File: config.mk
export PLATFORM = sky130hd
export DESIGN_NAME = instruction_fetch_unit_flat
export DESIGN_NICKNAME = d
export VERILOG_FILES = /design/src/rtl/instruction_fetch_unit_if.sv /design/src/rtl/instruction_fetch_unit.sv /design/src/flat_wrapper.sv
export SDC_FILE = /design/constraint.sdc
export NUM_CORES = 1
export LEC_CHECK = 0
export BUFFER_PORTS_ARGS = -buffer_cell sky130_fd_sc_hd__buf_2
export CAP_MARGIN = 40
export CORE_MARGIN = 4
export CORE_UTILIZATION = 35
export CTS_BUF_LIST = sky130_fd_sc_hd__clkbuf_8
export CTS_CLUSTER_SIZE = 40
export DETAILED_ROUTE_END_ITERATION = 8
export GPL_TIMING_DRIVEN = 0
export SLEW_MARGIN = 20
export SYNTH_ARGS = -nofsm -noshare
export SYNTH_HDL_FRONTEND = slang
export SYNTH_SLANG_ARGS = --single-unit
File: constraint.sdc
create_clock -name clk -period 4.8 [get_ports clk]
set_input_delay 0.48 -clock clk [delete_from_list [all_inputs] [get_ports clk]]
set_output_delay 0.48 -clock clk [all_outputs]
set_load 0.01 [all_outputs]
File: src/rtl/instruction_fetch_unit_if.sv
// Bundles the fetch unit's memory, decode-stage and redirect signals.
// The master side belongs to the fetch unit; the slave side belongs to its environment.
interface instruction_fetch_unit_if;
  logic [63:0] Inst_Addr;
  logic [31:0] Instruction;
  logic        id_ready;
  logic        branch_taken;
  logic [63:0] branch_target;
  logic        if_id_valid;
  logic [63:0] if_id_pc;
  logic [31:0] if_id_instruction;
  logic        halted;
  logic        misalign_err;
  logic [31:0] fetch_count;

  modport master (
    output Inst_Addr,
    input  Instruction,
    input  id_ready,
    input  branch_taken,
    input  branch_target,
    output if_id_valid,
    output if_id_pc,
    output if_id_instruction,
    output halted,
    output misalign_err,
    output fetch_count
  );

  modport slave (
    input  Inst_Addr,
    output Instruction,
    output id_ready,
    output branch_taken,
    output branch_target,
    input  if_id_valid,
    input  if_id_pc,
    input  if_id_instruction,
    input  halted,
    input  misalign_err,
    input  fetch_count
  );
endinterface

File: src/rtl/instruction_fetch_unit.sv
// Single-issue instruction fetch: PC register, IF/ID pipeline register, redirect
// handling and a FETCH/HALT controller entered by a zero word or a misaligned redirect.
module instruction_fetch_unit (
  input  logic                      clk,
  input  logic                      reset,
  instruction_fetch_unit_if.master  bus
);

  typedef enum logic {
    ST_FETCH = 1'b0,
    ST_HALT  = 1'b1
  } state_t;

  localparam logic [31:0] HALT_WORD = 32'h0000_0000;
  localparam logic [31:0] COUNT_MAX = 32'hFFFF_FFFF;

  state_t      state_q, state_d;
  logic [63:0] pc_q, pc_d;
  logic        valid_q, valid_d;
  logic [63:0] ifid_pc_q, ifid_pc_d;
  logic [31:0] ifid_instr_q, ifid_instr_d;
  logic        misalign_q, misalign_d;
  logic [31:0] count_q, count_d;

  logic stall;
  logic target_misaligned;

  assign stall             = valid_q & ~bus.id_ready;
  assign target_misaligned = (bus.branch_target[1:0] != 2'b00);

  always_comb begin
    state_d      = state_q;
    pc_d         = pc_q;
    valid_d      = valid_q;
    ifid_pc_d    = ifid_pc_q;
    ifid_instr_d = ifid_instr_q;
    misalign_d   = misalign_q;
    count_d      = count_q;

    unique case (state_q)
      ST_FETCH: begin
        // A redirect wins over both stall and capture; the held word is flushed.
        if (bus.branch_taken) begin
          valid_d = 1'b0;
          if (target_misaligned) begin
            misalign_d = 1'b1;
            state_d    = ST_HALT;
          end else begin
            pc_d = bus.branch_target;
          end
        end else if (!stall) begin
          if (bus.Instruction == HALT_WORD) begin
            valid_d = 1'b0;
            state_d = ST_HALT;
          end else begin
            ifid_instr_d = bus.Instruction;
            ifid_pc_d    = pc_q;
            valid_d      = 1'b1;
            pc_d         = pc_q + 64'd4;
            count_d      = (count_q == COUNT_MAX) ? count_q : count_q + 32'd1;
          end
        end
      end
      ST_HALT: begin
        // Drain any word still held, but never fetch or redirect again.
        if (valid_q && bus.id_ready) begin
          valid_d = 1'b0;
        end
      end
      default: state_d = ST_FETCH;
    endcase
  end

  always_ff @(posedge clk) begin
    if (reset) begin
      state_q      <= ST_FETCH;
      pc_q         <= 64'd0;
      valid_q      <= 1'b0;
      ifid_pc_q    <= 64'd0;
      ifid_instr_q <= 32'd0;
      misalign_q   <= 1'b0;
      count_q      <= 32'd0;
    end else begin
      state_q      <= state_d;
      pc_q         <= pc_d;
      valid_q      <= valid_d;
      ifid_pc_q    <= ifid_pc_d;
      ifid_instr_q <= ifid_instr_d;
      misalign_q   <= misalign_d;
      count_q      <= count_d;
    end
  end

  assign bus.Inst_Addr         = pc_q;
  assign bus.if_id_valid       = valid_q;
  assign bus.if_id_pc          = ifid_pc_q;
  assign bus.if_id_instruction = ifid_instr_q;
  assign bus.halted            = (state_q == ST_HALT);
  assign bus.misalign_err      = misalign_q;
  assign bus.fetch_count       = count_q;

endmodule

File: src/flat_wrapper.sv
// flat-port wrapper written by rule: the top's interface ports become plain ports
module instruction_fetch_unit_flat 
  (clk, reset, bus_Inst_Addr, bus_Instruction, bus_id_ready, bus_branch_taken, bus_branch_target, bus_if_id_valid, bus_if_id_pc, bus_if_id_instruction, bus_halted, bus_misalign_err, bus_fetch_count);
  instruction_fetch_unit_if bus_i ();
  input  logic clk;
  input  logic reset;
  output wire logic [$bits(bus_i.Inst_Addr)-1:0] bus_Inst_Addr;
  input wire logic [$bits(bus_i.Instruction)-1:0] bus_Instruction;
  input wire logic [$bits(bus_i.id_ready)-1:0] bus_id_ready;
  input wire logic [$bits(bus_i.branch_taken)-1:0] bus_branch_taken;
  input wire logic [$bits(bus_i.branch_target)-1:0] bus_branch_target;
  output wire logic [$bits(bus_i.if_id_valid)-1:0] bus_if_id_valid;
  output wire logic [$bits(bus_i.if_id_pc)-1:0] bus_if_id_pc;
  output wire logic [$bits(bus_i.if_id_instruction)-1:0] bus_if_id_instruction;
  output wire logic [$bits(bus_i.halted)-1:0] bus_halted;
  output wire logic [$bits(bus_i.misalign_err)-1:0] bus_misalign_err;
  output wire logic [$bits(bus_i.fetch_count)-1:0] bus_fetch_count;
  assign bus_Inst_Addr = bus_i.Inst_Addr;
  assign bus_i.Instruction = bus_Instruction;
  assign bus_i.id_ready = bus_id_ready;
  assign bus_i.branch_taken = bus_branch_taken;
  assign bus_i.branch_target = bus_branch_target;
  assign bus_if_id_valid = bus_i.if_id_valid;
  assign bus_if_id_pc = bus_i.if_id_pc;
  assign bus_if_id_instruction = bus_i.if_id_instruction;
  assign bus_halted = bus_i.halted;
  assign bus_misalign_err = bus_i.misalign_err;
  assign bus_fetch_count = bus_i.fetch_count;
  instruction_fetch_unit u_core (.clk(clk), .reset(reset), .bus(bus_i));
endmodule
==> results_dict.tcl <==
set metrics [dict create \
    outcome "finished, final reports clean" \
    worstPathArrival_ns 3.65 \
    drc_errors 0 \
    clkTransAtPathRegs_ns 0.11 \
    fin_nets 1714 \
    min_period_ns 3.27 \
    drv_slew 0 \
    clkSinkCount 195 \
    grt_pass1_vias 10600 \
    max_freq_mhz 306 \
    fp.dieH_um 174 \
    instances_no_fill 1968 \
    antenna_left 0 \
    required_ns 5.18 \
    peakVddDrop_mv 0.159 \
    netlist_top_cells_area "dfxtp_1 (41%), nand2_1 (12%), a21oi_1 (8.5%)" \
    synth_top_area_cell "dfxtp_1" \
    dp_hpwl_mm 30.4 \
    period_share_pct 68.1 \
    avgSynthCellArea_um2 7.43 \
    ff2ff_path_depth 7 \
    drt_iter0_drc 1182 \
    p_switching_w 0.00111 \
    n_fill_cell 2924 \
    worstPathCellList "ha_1, nand3_1, nor2_1, nand4_1, nor4b_1, o21ai_0, a32o_1" \
    rsz0062_at_grt "no" \
    p_per_area_mw_per_mm2 294 \
    tns_ns 0 \
    wl_per_cell_um 20.7 \
    synth_ff_type "dfxtp_1" \
    worstSetupStartpointType "register" \
    grt_max_degree 19 \
    num_vias 11300 \
    die_w_um 174 \
    place_inst 1933 \
    synth_edf_count 0 \
    r2r_end "u_core.bus.Inst_Addr[52]" \
    clock_path_buffers 2 \
    ys_types 68 \
    async_flop_share_pct 0 \
    grt_pass1_wl_mm 62.2 \
    max-cap-violations 0 \
    synth_area_mm2 0.00963 \
    ys_warn_count 0 \
    cts.hold.buffers_added 0 \
    p_leak_nw 4.58 \
    cts_resized 0 \
    post_cts_buffers 0 \
    clkLatencyLatePin_ns 0.49 \
    internal_power_w 0.00242 \
    synthTopCellsByCount "nand2_1 (309), dfxtp_1 (195), a21oi_1 (163)" \
    grt-ovfl-total 0 \
    crit_slowest_cell "nor2_1" \
    grt_antenna_before_repair 5 \
    gp_congestion 0.982 \
    initial_core_util_pct 35.6 \
    syn-num-nets 1398 \
    switching_share_pct 31.4 \
    cp_max_fo 9 \
    cts_made_buffers 17 \
    yosysMostFrequentCell "nand2_1" \
    synth-seq-cells 195 \
    hold_class "in2reg" \
    ys_seq_area_share_pct 40.5 \
    fin_skew_ns 0.0199 \
    first_pass_iters 6 \
    cp-startpoint "u_core.bus.Inst_Addr[2]" \
    setup.worst_path.class "reg2reg" \
    synth_cells 1296 \
    drive_gt1_share_pct 23.4 \
    vias_per_cell 5.73 \
    ff2ff_setup_slack_ns 1.53 \
    cts_tree "yes" \
    syn_to_final_growth_pct 24.7 \
    endpoint "u_core.bus.Inst_Addr[52]" \
    coreArea_mm2 0.0270 \
    pwr-share-seq_pct 50.1 \
    slowest_delay_ns 0.62 \
    tightest_slew_ns 0.883 \
    core.rowCount 60 \
    port_buffers 294 \
    slew_headroom_pct 40.6 \
    r2r_start "u_core.bus.Inst_Addr[2]" \
    p_clk_share_pct 35.4 \
    cts_root_buf "clkbuf_8" \
    power.total_w 0.00353 \
    finalHoldViolCount 0 \
    cts_max_level 4 \
    wirelength_mm 40.8 \
    fp.dieArea_mm2 0.0302 \
    cp-end-kind "register" \
    pwr-share-comb_pct 14.5 \
    yosys.area.top_type_share_pct 40.5 \
    io_pins 295 \
    grt_use_total_pct 25.8 \
    setup_violations 0 \
]
[worst min path at each step]
stage                            startpoint                               end  slack [ns]  depth (start not counted)
detailed placement  u_core.bus.misalign_err           u_core.bus.misalign_err        0.44                          2
floorplan           u_core.bus.misalign_err           u_core.bus.misalign_err        0.47                          2
finish                  bus_Instruction[24]  u_core.bus.if_id_instruction[24]        0.23                          3
CTS                     bus_Instruction[24]  u_core.bus.if_id_instruction[24]        0.20                          3
global route            bus_Instruction[27]  u_core.bus.if_id_instruction[27]        0.21                          3
global placement    u_core.bus.if_id_pc[45]           u_core.bus.if_id_pc[45]        0.44                          2
[registers in the layout, summed over array words and instances (netlist names)]
name and count:
u_core.bus.halted 1, u_core.bus.if_id_pc 64, u_core.bus.if_id_instruction 32, u_core.bus.fetch_count 32
u_core.bus.if_id_valid 1, u_core.bus.Inst_Addr 64, u_core.bus.misalign_err 1
[critical path: cells and delay by family (launching register included)]
kind                       cells  cell delay [ns]
AOI/OAI and AO/OA              2             0.44
adders and majority gates      1             0.29
and+or+nand+nor                4             1.87
DFF                            1             0.57
[area by class of cell]
cell class,instances,area (um2),area share (%)
clock buffers,19,262,2.18
diodes,2,5.00,0.0417
well taps,341,427,3.55
repair buffers,297,1500,12.5
plain buffers,93,399,3.32
inverters,13,48.8,0.406
flip-flops and latches,195,3900,32.5
multi-input cells,995,5280,44.0
clock inverters,13,184,1.53
[routing by layer]
metal / track usage (%) / wire length [um] / up-vias
li1: - / - / 5317
met1: 36.2 / 18300 / 5325
met2: 39.9 / 18100 / 556
met3: 5.37 / 3240 / 76
met4: 8.28 / 1110 / 6
met5: 0 / 34 / -
[logic make-up after synthesis]
logic type               after synthesis  share of synthesized area (%)
AO/OA/AOI/OAI                        350                           22.0
XOR/XNOR                               4                          0.364
adder cells (fa/ha/maj)                2                          0.260
buffers and inverters                106                           4.65
flip-flops                           195                           40.5
multiplexers                           6                          0.637
AND/OR/NAND/NOR                      633                           31.6
[through the flow]
stage	hold slack [ns]	worst slack, ns	utilization (%)	area [um2]
2_1_floorplan	0.470	2.46	-	9630
3_3_place_gp	0.439	1.34	42.7	11500
3_5_place_dp	0.443	1.71	42.7	11500
4_1_cts	0.201	1.67	44.4	12000
5_1_grt	0.213	1.36	44.4	12000
6_report	0.234	1.53	44.4	12000
[layout by cell type, fill, tap and decap left out, drive strengths merged, types with 3 or more instances in the layout]
master	Yosys	layout
o31ai	25	25
o211ai	4	4
nor2	71	71
or3	22	22
o32ai	7	7
a32o	7	7
nor4	41	41
a31oi	13	13
a21oi	172	172
a21o	3	3
nor4b	3	3
nor2b	4	4
nand4	47	47
o21a	7	7
a211oi	7	7
clkinv	1	3
clkbuf	67	86
o31a	5	5
and3	15	15
and4	7	7
nand2	309	309
nand3	43	43
or2	10	10
bufinv	0	3
dfxtp	195	195
o22ai	3	3
or4b	3	3
buf	26	322
a22o	9	9
o41ai	6	6
o21ai	69	69
inv	12	19
and2	15	15
or4	18	18
mux2i	5	5
xor2	3	3
nor3	20	20
[power groups by stage]
stage	logic (W)	clock network [W]	registers, W
final	0.000513	0.00125	0.00177
after global routing	0.000557	0.00133	0.00177
after CTS	0.000509	0.00128	0.00176
after detailed placement	0.000507	0	0.00180
after global placement	0.000501	0	0.00180
after floorplan	0.000242	0	0.00181
(Power assumes the default switching activity.)
